--- src/rtl/display_pkg.sv ---
// display_pkg: shared constants and helpers for the
// multiplexed 7-segment display path.
package display_pkg;

  localparam logic [6:0] SEG_BLANK = 7'b1111111;

  // Counter width with a floor of one bit.
  function automatic int cnt_w(input int n);
    return (n > 1) ? $clog2(n) : 1;
  endfunction

  // Active-low {g,f,e,d,c,b,a}; non-BCD codes blank.
  function automatic logic [6:0] seg_decode(
    input logic [3:0] v
  );
    logic [6:0] s;
    case (v)
      4'd0:    s = 7'b1000000;
      4'd1:    s = 7'b1111001;
      4'd2:    s = 7'b0100100;
      4'd3:    s = 7'b0110000;
      4'd4:    s = 7'b0011001;
      4'd5:    s = 7'b0010010;
      4'd6:    s = 7'b0000010;
      4'd7:    s = 7'b1111000;
      4'd8:    s = 7'b0000000;
      4'd9:    s = 7'b0010000;
      default: s = SEG_BLANK;
    endcase
    return s;
  endfunction

endpackage

--- src/rtl/bcd7_decode.sv ---
// bcd7_decode: combinational BCD to active-low
// seven-segment pattern.
module bcd7_decode
  import display_pkg::*;
(
  input  logic [3:0] bcd_i,
  output logic [6:0] seg_o
);

  assign seg_o = seg_decode(bcd_i);

endmodule

--- src/rtl/scan_display.sv ---
// scan_display: time-multiplexed N-digit common-anode
// driver with inter-digit guard blanking and blink.
module scan_display
  import display_pkg::*;
#(
  parameter int NUM_DIGITS  = 4,
  parameter int REFRESH_DIV = 100000,
  parameter int BLINK_DIV   = 50000000
) (
  input  logic                    clk,
  input  logic                    rst,
  input  logic [4*NUM_DIGITS-1:0] digits,
  input  logic                    adj,
  input  logic [NUM_DIGITS-1:0]   blink_mask,
  output logic [6:0]              seg,
  output logic [NUM_DIGITS-1:0]   an
);

  localparam int RW = cnt_w(REFRESH_DIV);
  localparam int BW = cnt_w(BLINK_DIV);
  localparam int IW = cnt_w(NUM_DIGITS);

  logic [RW-1:0]         ref_cnt_q, ref_cnt_d;
  logic [IW-1:0]         idx_q, idx_d;
  logic [BW-1:0]         blink_cnt_q, blink_cnt_d;
  logic                  phase_q, phase_d;
  logic                  adj_q;
  logic [6:0]            seg_q, seg_d;
  logic [NUM_DIGITS-1:0] an_q, an_d;

  logic          ref_term, idx_last, adj_rise;
  logic          blk_term, ph_eff;
  logic [BW-1:0] cnt_eff;
  logic [3:0]    digit_sel;
  logic          mask_sel;
  logic [6:0]    dec_seg;

  always_comb begin
    digit_sel = '0;
    mask_sel  = 1'b0;
    for (int k = 0; k < NUM_DIGITS; k++) begin
      if (idx_q == IW'(k)) begin
        digit_sel = digits[4*k +: 4];
        mask_sel  = blink_mask[k];
      end
    end
  end

  bcd7_decode u_dec (
    .bcd_i (digit_sel),
    .seg_o (dec_seg)
  );

  assign ref_term = ref_cnt_q == RW'(REFRESH_DIV - 1);
  assign idx_last = idx_q == IW'(NUM_DIGITS - 1);
  assign adj_rise = adj & ~adj_q;

  // An adj rising edge restarts blink timing this very
  // cycle, so the digit stays visible for a full half-period.
  assign cnt_eff  = adj_rise ? '0 : blink_cnt_q;
  assign ph_eff   = adj_rise ? 1'b0 : phase_q;
  assign blk_term = cnt_eff == BW'(BLINK_DIV - 1);

  always_comb begin
    ref_cnt_d   = ref_term ? '0 : ref_cnt_q + 1'b1;
    idx_d       = idx_q;
    if (ref_term) begin
      idx_d = idx_last ? '0 : idx_q + 1'b1;
    end
    blink_cnt_d = blk_term ? '0 : cnt_eff + 1'b1;
    phase_d     = ph_eff ^ blk_term;

    if (ref_cnt_q == '0) begin
      an_d  = '1;
      seg_d = SEG_BLANK;
    end else if (adj && mask_sel && ph_eff) begin
      an_d  = '1;
      seg_d = SEG_BLANK;
    end else begin
      an_d  = ~(NUM_DIGITS'(1) << idx_q);
      seg_d = dec_seg;
    end
  end

  always_ff @(posedge clk) begin
    if (rst) begin
      ref_cnt_q   <= '0;
      idx_q       <= '0;
      blink_cnt_q <= '0;
      phase_q     <= 1'b0;
      adj_q       <= 1'b0;
      seg_q       <= SEG_BLANK;
      an_q        <= '1;
    end else begin
      ref_cnt_q   <= ref_cnt_d;
      idx_q       <= idx_d;
      blink_cnt_q <= blink_cnt_d;
      phase_q     <= phase_d;
      adj_q       <= adj;
      seg_q       <= seg_d;
      an_q        <= an_d;
    end
  end

  assign seg = seg_q;
  assign an  = an_q;

endmodule

--- config.mk ---
export PLATFORM = sky130hd
export DESIGN_NAME = scan_display
export DESIGN_NICKNAME = d
export VERILOG_FILES = /design/src/rtl/display_pkg.sv /design/src/rtl/bcd7_decode.sv /design/src/rtl/scan_display.sv
export SDC_FILE = /design/constraint.sdc
export NUM_CORES = 1
export LEC_CHECK = 0
export BUFFER_PORTS_ARGS = -buffer_cell sky130_fd_sc_hd__buf_2
export CORE_UTILIZATION = 25
export DETAILED_ROUTE_END_ITERATION = 6
export PLACE_DENSITY_LB_ADDON = 0.25
export SYNTH_ARGS = -nofsm -noshare
export SYNTH_HDL_FRONTEND = slang
export SYNTH_SLANG_ARGS = --single-unit
--- constraint.sdc ---
create_clock -name clk -period 2.5 [get_ports clk]
set_input_delay 0 -clock clk [delete_from_list [all_inputs] [get_ports clk]]
set_output_delay 0 -clock clk [all_outputs]
set_load 0.02 [all_outputs]
==> results of run 1 <==
==> per-stage QoR <==
step	setup slack (ns)	setup TNS, ns	utilization
floorplan	0.1214	0	-
global placement	0.2448	0	0.2925
detailed placement	0.2124	0	0.2925
CTS	0.1963	0	0.3140
global route	-0.01618	-0.01618	0.3148
finish	0.2588	0	0.3148
==> placed cells by master, fill, tap and decap left out, types with 2 or more instances in the layout <==
cell type      instances
or2_2                  3
xor2_1                19
a211oi_1               2
nand4_1               11
nand3_1               14
nor2b_1                3
a221oi_1               3
a21oi_1                9
clkbuf_8              10
a31o_2                 2
o21ai_0               11
buf_2                 33
dlygate4sd3_1          3
nor3_1                11
and4_1                 3
nor2_1                55
nor4_1                 9
xnor2_1               19
or3_1                  4
nand2b_1               5
and2_1                 2
clkinvlp_4             3
nand2_1               31
and3_1                 7
o22ai_1                2
dfxtp_1               58
ha_1                  11
inv_1                 14
buf_4                  8
==> critical path: cells and delay by family (launching register included) <==
family                     cells  cell delay, ns
adders and majority gates      2            0.47
buffers and inverters          2            0.25
and+or+nand+nor                1            0.38
AOI/OAI and AO/OA              4            0.63
DFF                            1            0.38
==> worst max path at each step <==
| stage | depth (start not counted) | endpoint | startpoint |
|---|---|---|---|
| after floorplan | 10 | seg[0] | idx_q[1] |
| after global placement | 9 | seg[0] | idx_q[0] |
| after detailed placement | 9 | seg[0] | idx_q[0] |
| after CTS | 9 | seg[0] | idx_q[0] |
| after global routing | 9 | seg[5] | idx_q[0] |
| final | 9 | seg[5] | idx_q[0] |
==> cell families after synthesis <==
group / after synthesis / share of synthesized area
fa+ha+maj: 12 / 0.05333
compound gates: 37 / 0.08489
xor+xnor: 38 / 0.1182
simple gates: 166 / 0.2907
mux: 1 / 0.003556
buf+inv: 24 / 0.03689
flops: 58 / 0.4124
==> power by group through the flow <==
| stage | Clock, mW | Sequential (mW) | Combinational (mW) |
|---|---|---|---|
| 5_1_grt | 0.953 | 0.952 | 0.157 |
| 4_1_cts | 0.907 | 0.951 | 0.141 |
| 6_report | 0.876 | 0.951 | 0.140 |
| 3_5_place_dp | 0 | 0.971 | 0.136 |
| 2_1_floorplan | 0 | 0.982 | 0.0658 |
| 3_3_place_gp | 0 | 0.971 | 0.137 |
==> layer usage <==
metal  GRT usage  up-vias
li1            -     1246
met1      0.1505     1103
met2      0.1793       26
met3     0.03677        8
met4     0.03816        0
met5           0        -
==> repair_timing <==
item                                    4_1_cts  5_1_grt
hold buffers                                  3        0
hold endpoints to repair                      5        0
gates resized for setup                       0        2
endpoints found under the setup margin        0        2
==> flip-flops by register name, indices dropped and copies added, names as in the netlist <==
signal       flops
phase_q          1
blink_cnt_q     26
adj_q            1
an               4
ref_cnt_q       17
seg              7
idx_q            2
==> layout make-up <==
class | instances | area (um2)
sequential | 58 | 1161
tap | 140 | 175.2
inverter | 14 | 52.55
multi-input combinational | 254 | 1559
clock inverter | 6 | 66.31
timing repair buffer | 45 | 275.3
fill | 1140 | 7461
clock buffer | 10 | 137.6
==> reports/qor.tcl, run 1 <==
set qor(clock.fmax_mhz) 446.2
set qor(worstPathArrival_ns) 2.46
set qor(crit_path_top_delay_cell) {dfxtp_1}
set qor(hold_class) {in2reg}
set qor(cp_max_fo) 8
set qor(drv_slew) 0
set qor(synth.area.top_cells) {dfxtp_1 41%, nor2_1 7.3%, xnor2_1 5.9%}
set qor(hold_viol_final) 0
set qor(floorplan.die_area_um2) 11690
set qor(synth_seq_cells) 58
set qor(dp_cells) 508
set qor(worst_skew_pair.late_latency_ns) 0.33
set qor(yosysUniqueCellTypes) 44
set qor(dpl-instance-area_um2) 3184
set qor(post_synthesis_instance_total) 336
set qor(drt-met1-wl_mm) 3.163
set qor(final_layout_size_suffix_gt1_frac) 0.1705
set qor(critPathCaptureType) {flip-flop}
set qor(finalNonFillerCells) 527
set qor(power_frac_seq) 0.483
set qor(wl_per_cell_um) 11.76
set qor(worst-slew-pin-transition_ns) 0.5762
set qor(grtUsageTotal) 0.1154
set qor(hold_ws_ns) 0.2410
set qor(post-route-min-period_ns) 2.241
set qor(route.detailed.vias_per_inst) 4.522
set qor(reg2reg_setup_slack_ns) 0.26
set qor(drt-initial-drc-count) 95
set qor(vdd_drop_max_v) 0.0003019
set qor(postSynthNetCount) 371
set qor(cts_num_sinks) 58
set qor(synthDominantAreaCellType) {dfxtp_1}
set qor(die_y_um) 108.1
set qor(dpl.hpwl_mm) 4.592
set qor(area.growth.synth_to_final_pct) 21.73
set qor(synth_most_common_cell) {dfxtp_1}
set qor(cts_tree) {yes}
set qor(fp-row-count) 38
set qor(number_of_antenna_violations_at_the_first_check_in_global_routing) 0
set qor(run_status) {completed}
set qor(max_slew_margin) 0.6118
set qor(fin_skew_ns) 0.007504
set qor(min_delay_worst_endpoint) {seg[6]}
set qor(root_buffer) {clkbuf_8}
set qor(die_x_um) 108.1
set qor(critPathLaunchType) {flip-flop}
set qor(nets) 417
set qor(internal-power_mw) 1.488
set qor(inserted_clock_buffers) 9
set qor(total_power_mw) 1.966
set qor(synth-seq-area-share) 0.4124
set qor(initial_core_util) 0.2586
set qor(timing.hold.worst.start) {blink_mask[3]}
set qor(route.met3.wl_um) 164
set qor(final_antenna_net_count) 0
set qor(synth-edff-count) 0
set qor(detail_route.wirelength_mm) 6.197
set qor(netSwitchingFraction) 0.2434
set qor(cp_data_required_time_ns) 2.72
set qor(ys_async_sr_fraction) 0
set qor(grt_max_degree) 17
set qor(globalRoute.totalOverflow) 0
set qor(postCtsSetupRepairBufs) 0
set qor(routed-wl-met2_mm) 2.815
set qor(power.switching_uw) 478.4
set qor(largest_stage_delay_on_the_critical_path_ns) 0.38
set qor(finish.instance_area_um2) 3427
set qor(clockPowerShare) 0.446
set qor(synth_warnings) 0
set qor(min_period_over_period) 0.8965
set qor(highest_layer) {met4}
set qor(fp.coreArea_um2) 10890
set qor(maxcap_viol_count) 0
set qor(antenna_cells_inserted) 0
set qor(grt_pass1_wl_mm) 10.54
set qor(synth_commonest_cells) {58 x dfxtp_1, 55 x nor2_1, 31 x nand2_1}
set qor(finalWeightedCongestion) 0.7648
set qor(portBuffers) 33
set qor(drcViolationCount) 0
set qor(detailroute.via_count) 2383
set qor(cts.htree.levels) 3
set qor(timing.reg2reg.worst_path_depth) 9
set qor(syn_area_per_cell_um2) 8.379
set qor(combinationalPowerShare) 0.071
set qor(critical_path.most_common_cell) {ha_1}
set qor(drt-pass1-iter-count) 4
set qor(io-pin-count) 34
set qor(min_delay_path_depth) 6
set qor(reg2reg_capture_point) {seg[5]}
set qor(worstPathCellList) {inv_1 > ha_1 > a211oi_1 > a221oi_2 > buf_4 > ha_1 > or3_1 > a21oi_1 > o21ai_0}
set qor(synth_top_flop_cell) {dfxtp_1}
set qor(syn-cell-area_um2) 2815
set qor(clk_pin_slew_ns) 0.07
set qor(power_leakage_nw) 1.239
set qor(number_of_global_route_vias_before_repair) 2315
set qor(synth_top_area_frac) 0.4124
set qor(clockBufferDepth) 2
set qor(critPathKind) {reg2reg}
set qor(worst_r2r_startpoint) {idx_q[0]}
set qor(power.density_cell_area_nw_per_um2) 573.7
set qor(setup_viol) 0
Note: power is estimated with default switching activity, not from simulation.
==> run 2: changes to the inputs <==
--- a/config.mk
+++ b/config.mk
@@ -6,6 +6,8 @@
 export NUM_CORES = 1
 export LEC_CHECK = 0
 export BUFFER_PORTS_ARGS = -buffer_cell sky130_fd_sc_hd__buf_2
+export CELL_PAD_IN_SITES_DETAIL_PLACEMENT = 1
+export CELL_PAD_IN_SITES_GLOBAL_PLACEMENT = 1
 export CORE_UTILIZATION = 25
 export DETAILED_ROUTE_END_ITERATION = 6
 export PLACE_DENSITY_LB_ADDON = 0.25
==> reports/qor.tcl, run 2 (synthesis gave the netlist of run 1 again) <==
set qor(floorplan.die_area_um2) 11690 ;# unchanged
set qor(post-route-min-period_ns) 2.305 ;# +0.06358 ns
set qor(reg2reg_capture_point) {seg[6]}
set qor(grt_max_degree) 17 ;# unchanged
set qor(max_slew_margin) 0.5760 ;# -0.03585
set qor(drt-pass1-iter-count) 4 ;# unchanged
set qor(worstPathCellList) {inv_1 > ha_1 > buf_4 > nand2b_1 > o22ai_1 > a31o_2 > inv_1 > ha_1 > or3_1 > a21oi_1 > o21ai_0}
set qor(io-pin-count) 34 ;# unchanged
set qor(globalRoute.totalOverflow) 0 ;# unchanged
set qor(postCtsSetupRepairBufs) 0 ;# unchanged
set qor(area.growth.synth_to_final_pct) 21.16
set qor(worst_skew_pair.late_latency_ns) 0.35 ;# +0.02 ns
set qor(inserted_clock_buffers) 9 ;# unchanged
set qor(drt-initial-drc-count) 77 ;# -19%
set qor(die_x_um) 108.1 ;# unchanged
set qor(detail_route.wirelength_mm) 6.987 ;# +13%
set qor(fp-row-count) 38 ;# unchanged
set qor(wl_per_cell_um) 13.23 ;# +13%
set qor(most-common-layout-cells) {58 x dfxtp_1, 55 x nor2_1, 33 x buf_2, 31 x nand2_1}
set qor(power_leakage_nw) 1.246 ;# +0.52%
set qor(grt_setup_unrepaired) {no}
set qor(layout_commonest_cell) {dfxtp_1}
set qor(reg2reg_setup_slack_ns) 0.20 ;# -0.06 ns
set qor(route.detailed.vias_per_inst) 4.566 ;# +0.98%
set qor(critPathLaunchType) {flip-flop}
set qor(hold_class) {in2reg}
set qor(cp_max_fo) 6 ;# -2
set qor(initial_core_util) 0.2586 ;# unchanged
set qor(worstPathArrival_ns) 2.52 ;# +0.06 ns
set qor(bufs_and_invs_on_worst_path) 3 ;# +1
set qor(root_buffer) {clkbuf_8}
set qor(final_layout_size_suffix_gt1_frac) 0.1675 ;# -0.003017
set qor(cp_data_required_time_ns) 2.72 ;# about the same
set qor(drt-met1-wl_mm) 3.354 ;# +6.0%
set qor(clk_pin_slew_ns) 0.06 ;# about the same
set qor(cts.htree.levels) 3 ;# unchanged
set qor(power.density_cell_area_nw_per_um2) 568.5 ;# -0.90%
set qor(timing.reg2reg.worst_path_depth) 11 ;# +2
set qor(grt_pass1_wl_mm) 11.80 ;# +12%
set qor(setup_viol) 0 ;# unchanged
set qor(largest_reg_flops) 26 ;# unchanged
set qor(worst-slew-pin-transition_ns) 0.6294 ;# +0.05321 ns
set qor(critPathCaptureType) {flip-flop}
set qor(cts_num_sinks) 58 ;# unchanged
set qor(layout.filler_cells) 1312 ;# +15%
set qor(hold_viol_final) 0 ;# unchanged
set qor(critical_path_cell_count) 11 ;# +2
set qor(detailroute.via_count) 2411 ;# +1.2%
set qor(final_antenna_net_count) 0 ;# unchanged
set qor(number_of_antenna_violations_at_the_first_check_in_global_routing) 0 ;# unchanged
set qor(critPathLaunch) {idx_q[0]}
set qor(maxcap_viol_count) 0 ;# unchanged
set qor(critical_path.endpoint) {seg[6]}
set qor(fp.coreArea_um2) 10890 ;# unchanged
set qor(highest_layer) {met4}
set qor(multi_input_area_um2) 1559 ;# unchanged
set qor(area.sequential_um2) 1161 ;# unchanged
set qor(clock.fmax_mhz) 433.9 ;# -2.8%
set qor(drcViolationCount) 0 ;# unchanged
set qor(fin_skew_ns) 0.01050 ;# +0.002993 ns
set qor(die_y_um) 108.1 ;# unchanged
set qor(worst_path_dominant_cell_family) {compound AO/OA/AOI/OAI gates}
set qor(grtUsageTotal) 0.1333 ;# +0.01787
set qor(routed-wl-met2_mm) 3.300 ;# +17%
set qor(antenna_cells_inserted) 0 ;# unchanged
set qor(run_status) {completed}
set qor(drv_slew) 0 ;# unchanged
set qor(nets) 419 ;# +0.48%
set qor(route.met3.wl_um) 224 ;# +37%
set qor(top_register) {blink_cnt_q}
set qor(dpl.hpwl_mm) 5.276 ;# +15%
set qor(vdd_drop_max_v) 0.0002942 ;# -2.5%
set qor(worst_r2r_startpoint) {idx_q[0]}
set qor(number_of_global_route_vias_before_repair) 2443 ;# +5.5%
set qor(largest_stage_delay_on_the_critical_path_ns) 0.39 ;# about the same
set qor(crit_path_top_delay_cell) {or3_1}
set qor(portBuffers) 33 ;# unchanged
set qor(finalWeightedCongestion) 0.7585 ;# -0.82%
set qor(critPathKind) {reg2reg}
set qor(clockBufferDepth) 2 ;# unchanged
set qor(cts_tree) {yes}
set qor(total_power_mw) 1.939 ;# -1.4%
set qor(min_period_over_period) 0.9219 ;# +0.02543
set qor(tns_ns) 0 ;# unchanged
-- run 2: final cells by class --
type	instances	area share
inverter	14	0.01541
clock inverter	3	0.01174
clock buffer	12	0.04255
multi-input combinational	254	0.4571
tap	140	0.05136
timing repair buffer	47	0.08144
sequential	58	0.3404
-- run 2: metal layers --
layer / vias to the layer above / GRT usage
met5: - / 0
met4: 0 / 0.05284
met3: 10 / 0.04340
met2: 24 / 0.2138
met1: 1132 / 0.1643
li1: 1245 / -
-- run 2: metrics by stage --
step	instances	hold slack [ns]	setup WS [ns]	area, um2	util
finish	528	0.2411	0.1953	3411	0.3133
global route	528	0.2903	0.01330	3411	0.3133
CTS	528	0.2467	0.1333	3402	0.3125
detailed placement	510	0.2542	0.1559	3187	0.2927
global placement	510	0.2547	0.1805	3187	0.2927
floorplan	336	0.06907	0.1214	2815	-
-- run 2: where the power goes --
group	total, mW	switching, mW	internal, mW	leakage, nW
Sequential	0.951	0.00999	0.941	0.470
Combinational	0.139	0.0801	0.0591	0.679
Clock	0.848	0.369	0.479	0.0962
Total	1.94	0.460	1.48	1.25
-- run 2: how the worst min path moves through the flow --
stage,start,endpoint,slack [ns],cells after the start
2_1_floorplan,rst,idx_q[0],0.07,1
6_report,blink_mask[3],an[1],0.24,6
3_5_place_dp,adj,adj_q,0.25,2
3_3_place_gp,adj,adj_q,0.25,2
5_1_grt,blink_mask[3],an[1],0.29,6
4_1_cts,blink_mask[3],an[1],0.25,6
-- run 2: what timing repair did --
action,CTS,global route
endpoints found under the setup margin,0,2
endpoints found under the hold margin,5,0
hold buffers,3,0
resized for setup,0,2
-- run 2: worst register-to-register path, stage by stage, from the launching register on --
cell      delay (ns)
dfxtp_1         0.34
inv_1           0.11
ha_1            0.21
buf_4           0.16
nand2b_1        0.10
o22ai_1         0.16
a31o_2          0.18
inv_1           0.10
ha_1            0.18
or3_1           0.39
a21oi_1         0.13
o21ai_0         0.11
==> run 3: changes to the inputs <==
--- a/config.mk
+++ b/config.mk
@@ -5,6 +5,7 @@
 export SDC_FILE = /design/constraint.sdc
 export NUM_CORES = 1
 export LEC_CHECK = 0
+export ABC_AREA = 1
 export BUFFER_PORTS_ARGS = -buffer_cell sky130_fd_sc_hd__buf_2
 export CELL_PAD_IN_SITES_DETAIL_PLACEMENT = 1
 export CELL_PAD_IN_SITES_GLOBAL_PLACEMENT = 1
==> reports/qor.tcl, run 3 <==
set qor(grtUsageTotal) 0.1472 ;# +0.01392
set qor(clk_pin_slew_ns) 0.05 ;# about the same
set qor(critPathCaptureType) {flip-flop}
set qor(clockBufferDepth) 2 ;# unchanged
set qor(crit_path_top_delay_cell) {dfxtp_1}
set qor(layout_commonest_cell) {nand2_1}
set qor(maxcap_viol_count) 0 ;# unchanged
set qor(cp_data_required_time_ns) 2.71 ;# about the same
set qor(synth_commonest_cells) {124 x nand2_1, 64 x nor2_1, 62 x nand3_1}
set qor(final_antenna_net_count) 0 ;# unchanged
set qor(io-pin-count) 34 ;# unchanged
set qor(area.growth.synth_to_final_pct) 19.25
set qor(ys_async_sr_fraction) 0 ;# unchanged
set qor(drt-pass1-iter-count) 5 ;# +1
set qor(die_x_um) 118.5 ;# +9.6%
set qor(inserted_clock_buffers) 9 ;# unchanged
set qor(power_leakage_nw) 1.517 ;# +22%
set qor(most-common-layout-cells) {124 x nand2_1, 64 x nor2_1, 62 x nand3_1, 60 x inv_1, 58 x dfxtp_1}
set qor(min_period_over_period) 0.8491 ;# -0.07282
set qor(synth_top_flop_cell) {dfxtp_1}
set qor(run_status) {completed}
set qor(post_synthesis_instance_total) 507 ;# +51%
set qor(routed-wl-met2_mm) 4.646 ;# +41%
set qor(grt_pass1_wl_mm) 16.66 ;# +41%
set qor(initial_core_util) 0.2562 ;# -0.002325
set qor(reg2reg_setup_slack_ns) 0.38 ;# +0.18 ns
set qor(route.met3.wl_um) 277 ;# +24%
set qor(portBuffers) 33 ;# unchanged
set qor(largest_reg_flops) 26 ;# unchanged
set qor(syn_area_per_cell_um2) 6.693 ;# -20%
set qor(highest_layer) {met4}
set qor(number_of_global_route_vias_before_repair) 3496 ;# +43%
set qor(detailroute.via_count) 3328 ;# +38%
set qor(route.detailed.vias_per_inst) 4.597 ;# +0.67%
set qor(fp-row-count) 42 ;# +11%
set qor(synth.area.top_cells) {dfxtp_1 34%, nand2_1 14%, nand3_1 9.1%}
set qor(fin_skew_ns) 0.005998 ;# -0.004499 ns
set qor(max_slew_margin) 0.6285 ;# +0.05252
set qor(detail_route.wirelength_mm) 9.556 ;# +37%
set qor(dpl.hpwl_mm) 7.346 ;# +39%
set qor(timing.reg2reg.worst_path_depth) 11 ;# unchanged
set qor(worst_skew_pair.late_latency_ns) 0.33 ;# -0.02 ns
set qor(synth_most_common_cell) {nand2_1}
set qor(finalWeightedCongestion) 0.7900 ;# +4.2%
set qor(cp_max_fo) 7 ;# +1
set qor(final_layout_size_suffix_gt1_frac) 0.1515 ;# -0.01607
set qor(drt-initial-drc-count) 130 ;# +69%
set qor(layout.filler_cells) 1724 ;# +31%
set qor(wl_per_cell_um) 13.20 ;# -0.26%
set qor(grt_setup_unrepaired) {no}
set qor(tns_ns) 0 ;# unchanged
set qor(hold_class) {in2reg}
set qor(drt-met1-wl_mm) 4.531 ;# +35%
set qor(synth-seq-area-share) 0.3422 ;# -0.07026
set qor(critical_path.most_common_cell) {inv_1}
set qor(synth_top_area_frac) 0.3422 ;# -0.07026
set qor(worstPathArrival_ns) 2.33 ;# -0.19 ns
set qor(yosysUniqueCellTypes) 35 ;# -20%
set qor(grt_max_degree) 47 ;# +30
set qor(hold_viol_final) 0 ;# unchanged
set qor(min_delay_path_depth) 3 ;# -3
set qor(drv_slew) 0 ;# unchanged
set qor(floorplan.die_area_um2) 14040 ;# +20%
set qor(synth_warnings) 0 ;# unchanged
set qor(cts_tree) {yes}
set qor(nets) 578 ;# +38%
set qor(drcViolationCount) 0 ;# unchanged
set qor(critPathLaunchType) {flip-flop}
set qor(vdd_drop_max_v) 0.0003052 ;# +3.7%
set qor(post-route-min-period_ns) 2.123 ;# -0.1820 ns
set qor(fp.coreArea_um2) 13240 ;# +22%
set qor(globalRoute.totalOverflow) 0 ;# unchanged
set qor(largest_stage_delay_on_the_critical_path_ns) 0.34 ;# -0.05 ns
set qor(postSynthNetCount) 542 ;# +46%
set qor(syn-cell-area_um2) 3393 ;# +21%
set qor(root_buffer) {clkbuf_16}
set qor(critPathKind) {reg2reg}
set qor(clock.fmax_mhz) 471.1 ;# +8.6%
set qor(synth_seq_cells) 58 ;# unchanged
set qor(power.density_cell_area_nw_per_um2) 604.5 ;# +6.3%
set qor(layout.core_utilization) 0.3056 ;# -0.007705
set qor(synth-edff-count) 0 ;# unchanged
set qor(setup_viol) 0 ;# unchanged
set qor(die_y_um) 118.5 ;# +9.6%
set qor(synthDominantAreaCellType) {dfxtp_1}
set qor(cts_num_sinks) 58 ;# unchanged
set qor(worstPathCellList) {inv_1 > ha_1 > inv_1 > nand2_1 > nand2_1 > o21ai_1 > inv_1 > ha_1 > nand3b_1 > nand3_1 > nand3_1}
set qor(top_register) {blink_cnt_q}
set qor(cts.htree.levels) 3 ;# unchanged
set qor(antenna_cells_inserted) 0 ;# unchanged
set qor(worst-slew-pin-transition_ns) 0.5559 ;# -0.07347 ns
set qor(number_of_antenna_violations_at_the_first_check_in_global_routing) 0 ;# unchanged
-- run 3: what timing repair did --
action	4_1_cts	5_1_grt
resized for setup	0	1
buffers inserted	0	0
setup endpoints to repair	0	2
hold endpoints to repair	4	0
hold buffers	1	0
-- run 3: per-stage QoR --
step	std cells	power [mW]	area, um2	worst slack (ns)	hold slack (ns)
after global routing	724	2.534	4046	0.1395	0.03637
after CTS	724	2.489	4046	0.1316	0.02282
final	724	2.446	4046	0.3773	0.009762
after detailed placement	707	1.131	3716	0.1666	0.2844
after global placement	707	1.126	3716	0.2982	0.2853
after floorplan	507	1.078	3393	0.5603	0.07238
-- run 3: kinds of logic (layout without fill, tap and decap cells) --
kind of cell | count (synthesis) | in the layout | synth area share
DFF | 58 | 58 | 0.3422
and+or+nand+nor | 311 | 311 | 0.4333
xor gates and xnor gates | 2 | 2 | 0.005163
buffers and inverters | 73 | 114 | 0.09624
AOI/OAI and AO/OA | 51 | 51 | 0.07891
adders and majority gates | 12 | 12 | 0.04425
-- run 3: final timing paths --
kind,startpoint,end
worst min-delay path,adj,adj_q
worst max register to register,idx_q[0],seg[6]
worst min register to register,ref_cnt_q[0],ref_cnt_q[0]
worst max-delay path,idx_q[0],seg[6]
-- run 3: report_power, final --
part | internal (mW) | total, mW | switching, mW
combinational | 0.0556 | 0.157 | 0.102
clock | 0.895 | 1.34 | 0.441
sequential | 0.943 | 0.952 | 0.00927
total | 1.89 | 2.45 | 0.552
-- run 3: routing by layer --
metal	global-route usage	up-vias
met1	0.1831	1565
li1	-	1705
met5	0	-
met2	0.2526	48
met4	0.04509	0
met3	0.03234	10
-- run 3: final cells by class --
cell class | instances | area (um2) | area share
timing repair buffer | 37 | 210.2 | 0.05195
inverter | 61 | 229.0 | 0.05659
tap | 176 | 220.2 | 0.05442
clock inverter | 5 | 77.57 | 0.01917
sequential | 58 | 1161 | 0.2870
multi-input combinational | 376 | 1906 | 0.4709
clock buffer | 11 | 242.7 | 0.05999
-- run 3: critical path: cells and delay by family (launching register included) --
kind	cells	cell delay (ns)
and+or+nand+nor	5	0.54
adders and majority gates	2	0.52
buffers and inverters	3	0.39
DFF	1	0.34
AOI/OAI and AO/OA	1	0.21
